$ cat config.mk
export PLATFORM = sky130hd
export DESIGN_NAME = a_if_counter
export DESIGN_NICKNAME = d
export VERILOG_FILES = /design/src/rtl/a_if_counter.sv
export SDC_FILE = /design/constraint.sdc
export NUM_CORES = 1
export LEC_CHECK = 0
export CAP_MARGIN = 30
export CORE_UTILIZATION = 40
export DETAILED_ROUTE_END_ITERATION = 8
export PLACE_DENSITY_LB_ADDON = 0.15
export SYNTH_ARGS = -nofsm -noshare
export SYNTH_HDL_FRONTEND = slang
export SYNTH_SLANG_ARGS = --single-unit
$ cat constraint.sdc
create_clock -name clk -period 5.4 [get_ports clk]
set_clock_uncertainty 0.15 [all_clocks]
set_input_delay 1.08 -clock clk [delete_from_list [all_inputs] [get_ports clk]]
set_output_delay 1.08 -clock clk [all_outputs]
set_load 0.005 [all_outputs]
$ cat src/rtl/a_if_counter.sv
// Shared-state counter: 32-bit signed value i with a truncated combinational view w,
// plus registered wrap/overflow pulses and a one-shot "alive" pulse after reset release.
module a_if_counter #(
  parameter logic signed [31:0] INIT_VAL = 32'sd10,
  parameter logic signed [31:0] STEP     = 32'sd1,
  parameter int unsigned        W_WIDTH  = 8
) (
  input  logic                clk,
  input  logic                rst_n,
  input  logic                en,
  input  logic                clr,
  input  logic                load,
  input  logic signed [31:0]  load_val,
  output logic signed [31:0]  i_o,
  output logic [W_WIDTH-1:0]  w_o,
  output logic                w_wrap,
  output logic                ovf,
  output logic                hello
);

  logic signed [31:0] i_q;
  logic signed [31:0] sum;
  logic               armed;
  logic               wrap_next;
  logic               ovf_next;

  always_comb begin
    sum       = i_q + STEP;
    wrap_next = (&i_q[W_WIDTH-1:0]) && ~(|sum[W_WIDTH-1:0]);
    // Signed overflow: operands share a sign, result sign differs.
    ovf_next  = (i_q[31] == STEP[31]) && (sum[31] != i_q[31]);
  end

  always_ff @(posedge clk or negedge rst_n) begin
    if (!rst_n) begin
      i_q    <= INIT_VAL;
      w_wrap <= 1'b0;
      ovf    <= 1'b0;
    end else if (clr) begin
      i_q    <= INIT_VAL;
      w_wrap <= 1'b0;
      ovf    <= 1'b0;
    end else if (load) begin
      i_q    <= load_val;
      w_wrap <= 1'b0;
      ovf    <= 1'b0;
    end else if (en) begin
      i_q    <= sum;
      w_wrap <= wrap_next;
      ovf    <= ovf_next;
    end else begin
      w_wrap <= 1'b0;
      ovf    <= 1'b0;
    end
  end

  // hello fires once on the first edge after reset release; armed is re-set only by reset.
  always_ff @(posedge clk or negedge rst_n) begin
    if (!rst_n) begin
      armed <= 1'b1;
      hello <= 1'b0;
    end else begin
      hello <= armed;
      armed <= 1'b0;
    end
  end

  assign i_o = i_q;
  assign w_o = i_q[W_WIDTH-1:0];

endmodule

==> metrics.yaml <==
fin_crit_sh: 0.6083
startpoint: "en"
slowest_stage: "clkdlybuf4s50_1"
maxSlewViolCount: 0
hold_buffers: 0
synth_fp_nets: 318
grt_pass1_vias: 2255
grt_max_degree: 39
p_leak_nw: 1.231
hp-start: "armed"
worstSetupEndpointType: "register"
finalInstanceArea_sq_um: 3294
netlist_area_sq_um: 2432
yosysSeqAreaShare: 0.3719
worst_pin_slew_ns: 0.7590
fin_nets: 385
drt_iter0_markers: 120
vias_per_cell: 5.749
cts_resized: 0
arrival_ns: 3.29
cts_inserted_buffers: 5
place_area_sq_um: 3187
hold_path_class: "register to register"
start_kind: "input pin"
multi_input_area_sq_um: 1330
relSlewSlack: 0.4929
drc: 0
whs_ns: 0.2400
cp_max_fo: 14
grt_usage: 0.2283
synth_cells: 279
area_delta_synth_final_pct: 35.44
clockBufferDepth: 2
numPortBuffers: 79
core_area_sq_um: 5886
avgSynthCellArea_sq_um: 8.718
drive_gt1_frac: 0.07205
ant_nets: 0
htreeDepth: 2
required_ns: 5.41
die_x_um: 79.98
max-vdd-ir-drop_uv: 82.07
fin_crit_ns: 3.285
slowest_delay_ns: 0.82
clkSinkCount: 36
wire_per_inst_um: 16.75
clkSlewWorstSetupHoldPaths_ns: 0.08
yosysUniqueCellTypes: 53
grt_pass1_wl_um: 11400
grt_overflow: 0
grt_antenna_before_repair: 0
initial_core_util: 0.4133
r2r-start: "i_o[3]"
antennaDiodeCount: 0
firstDrtPassIters: 4
status: "finished, final reports clean"
tns_ns: 0
vias: 2426
powerDensity_nw_per_um2: 209.0
routed_wl_um: 7068
die_h_um: 79.98
insertion_delay_ns: 0.28
cts_setup_buffers: 0
nFillCells: 580
max_cap_violations: 0
gp_congestion: 0.8150
synthFlopType: "dfrtp_1"
yosysWarnings: 0
io_pins: 80
dieArea_sq_um: 6397
cts_tree: "done"
async_reset_ff_frac: 1.000
crit_chain: "clkdlybuf4s50_1 -> nand3_1 -> nor3_2 -> a311oi_1 -> a2111oi_0"
rsz0062_at_grt: "false"
rows: 28
fmax_mhz: 304.4
synth-edff-count: 0
setup_violations: 0
final-seq-area_sq_um: 904.6
total_power_uw: 688.5
synth_seq_cells: 36
worstSetupPathType: "input pin to register"
finalHoldViolCount: 0
cts_root_buffer: "clkbuf_8"
hpwlAfterDp_um: 4743
[per-layer routing]
metal  vias to the layer above  routed length, um  part of all wire  global-route usage
li1                       1179                  -                 -                   -
met1                      1156               3293              0.47              0.3229
met2                        85               3332              0.47              0.3658
met3                         6                399             0.056             0.03771
met4                         0                 41            0.0058             0.04464
met5                         -                  0                 0                   0
[registers in the layout (all words and copies together) (netlist names)]
| name | flops |
|---|---|
| i_o | 32 |
| w_wrap | 1 |
| ovf | 1 |
| hello | 1 |
| armed | 1 |
[cells by family (layout without fill, tap and decap cells)]
logic type               after synthesis  count (layout)  share of synthesized area
AO/OA/AOI/OAI                         55              55                     0.1651
AND/OR/NAND/NOR                      139             139                     0.3179
adder cells (fa/ha/maj)                2               2                    0.01029
other                                  1               1                   0.001542
buffers and inverters                 32             100                    0.08128
XOR/XNOR                              11              11                    0.03961
flip-flops                            36              36                     0.3719
multiplexers                           3               3                    0.01235
[worst max-delay path, delay by kind of cell]
family                 cells  cell delay, ns
buffers and inverters      1            0.82
AND/OR/NAND/NOR            2            0.81
AO/OA/AOI/OAI              2            0.57
[report_power, final]
group	total (mW)	switching [mW]	internal [mW]	leakage [nW]
logic	0.134	0.0539	0.0800	0.712
clock network	0.238	0.101	0.137	0.0552
registers	0.316	0.0295	0.287	0.464
[through the flow]
step	std cells	util	setup WS (ns)
after floorplan	279	-	2.980
after global placement	414	0.5415	1.946
after detailed placement	414	0.5415	1.862
after CTS	422	0.5597	2.121
after global routing	422	0.5597	1.894
final	422	0.5597	2.115
[cell usage after synthesis (2+ instances only)]
| cell type | number | area (sq um) |
|---|---|---|
| dfrtp_1 | 33 | 825.8 |
| nor2_1 | 28 | 105.1 |
| nand2_1 | 24 | 90.09 |
| nand3_1 | 14 | 70.07 |
| nand4_1 | 12 | 75.07 |
| a211oi_1 | 11 | 82.58 |
| and3_1 | 11 | 68.82 |
| a21oi_1 | 9 | 45.04 |
| nor3_1 | 9 | 45.04 |
| buf_4 | 8 | 60.06 |
| clkbuf_1 | 8 | 30.03 |
| inv_1 | 8 | 30.03 |
| xnor2_1 | 8 | 70.07 |
| nor4_1 | 7 | 43.79 |
| a311oi_1 | 6 | 52.55 |
| o21ai_0 | 6 | 30.03 |
| a2111oi_0 | 5 | 43.79 |
| nor3b_1 | 5 | 37.54 |
| or3_1 | 5 | 31.28 |
| or4_1 | 4 | 30.03 |
| and4_1 | 3 | 26.28 |
| clkbuf_8 | 3 | 41.29 |
| dfstp_2 | 3 | 78.83 |
| mux2i_1 | 3 | 30.03 |
| o31ai_1 | 3 | 22.52 |
| or2_2 | 3 | 18.77 |
| xor2_1 | 3 | 26.28 |
| buf_6 | 2 | 22.52 |
| clkbuf_2 | 2 | 10.01 |
| ha_1 | 2 | 25.02 |
| nand2b_1 | 2 | 12.51 |
| nand4_2 | 2 | 25.02 |
| nor2b_1 | 2 | 12.51 |
| nor4b_1 | 2 | 17.52 |
| o211ai_1 | 2 | 15.01 |
| o21a_1 | 2 | 15.01 |
| o221ai_1 | 2 | 17.52 |
| o311ai_0 | 2 | 17.52 |
[worst paths after layout]
| kind | slack [ns] | cells past startpoint | end |
|---|---|---|---|
| min reg2reg | 0.24 | 0 | hello |
| max in group asynchronous | 3.65 | 2 | armed |
| min | 0.24 | 0 | hello |
| min in group asynchronous | 1.08 | 2 | i_o[31] |
| max | 2.11 | 5 | i_o[17] |
| max reg2reg | 2.86 | 8 | i_o[31] |
[layout make-up]
cell class                 count  area share
timing repair buffer          84      0.2514
clock buffer                   6     0.02203
sequential                    36      0.2746
multi-input combinational    211      0.4037
clock inverter                 2     0.01063
inverter                       8    0.009115
tap                           75     0.02848
[placed cells by master (no fill, tap or decap), types with 3 or more instances in the layout]
cell type and instances:
dfstp_2 3, or2_2 3, a211oi_1 11, xor2_1 3, a21oi_1 9, inv_1 8, o21ai_0 6, buf_4 5
clkdlybuf4s50_1 79, a311oi_1 6, dfrtp_1 33, xnor2_1 8, mux2i_1 3, nand4_1 12, or3_1 5, a2111oi_0 5
and3_1 11, nand3_1 14, o31ai_1 3, and4_1 3, clkbuf_8 5, nor3_1 9, nor4_1 7, nor3b_1 5
nor2_1 28, or4_1 4, nand2_1 24
No activity file was read; power rests on OpenSTA's default activity.
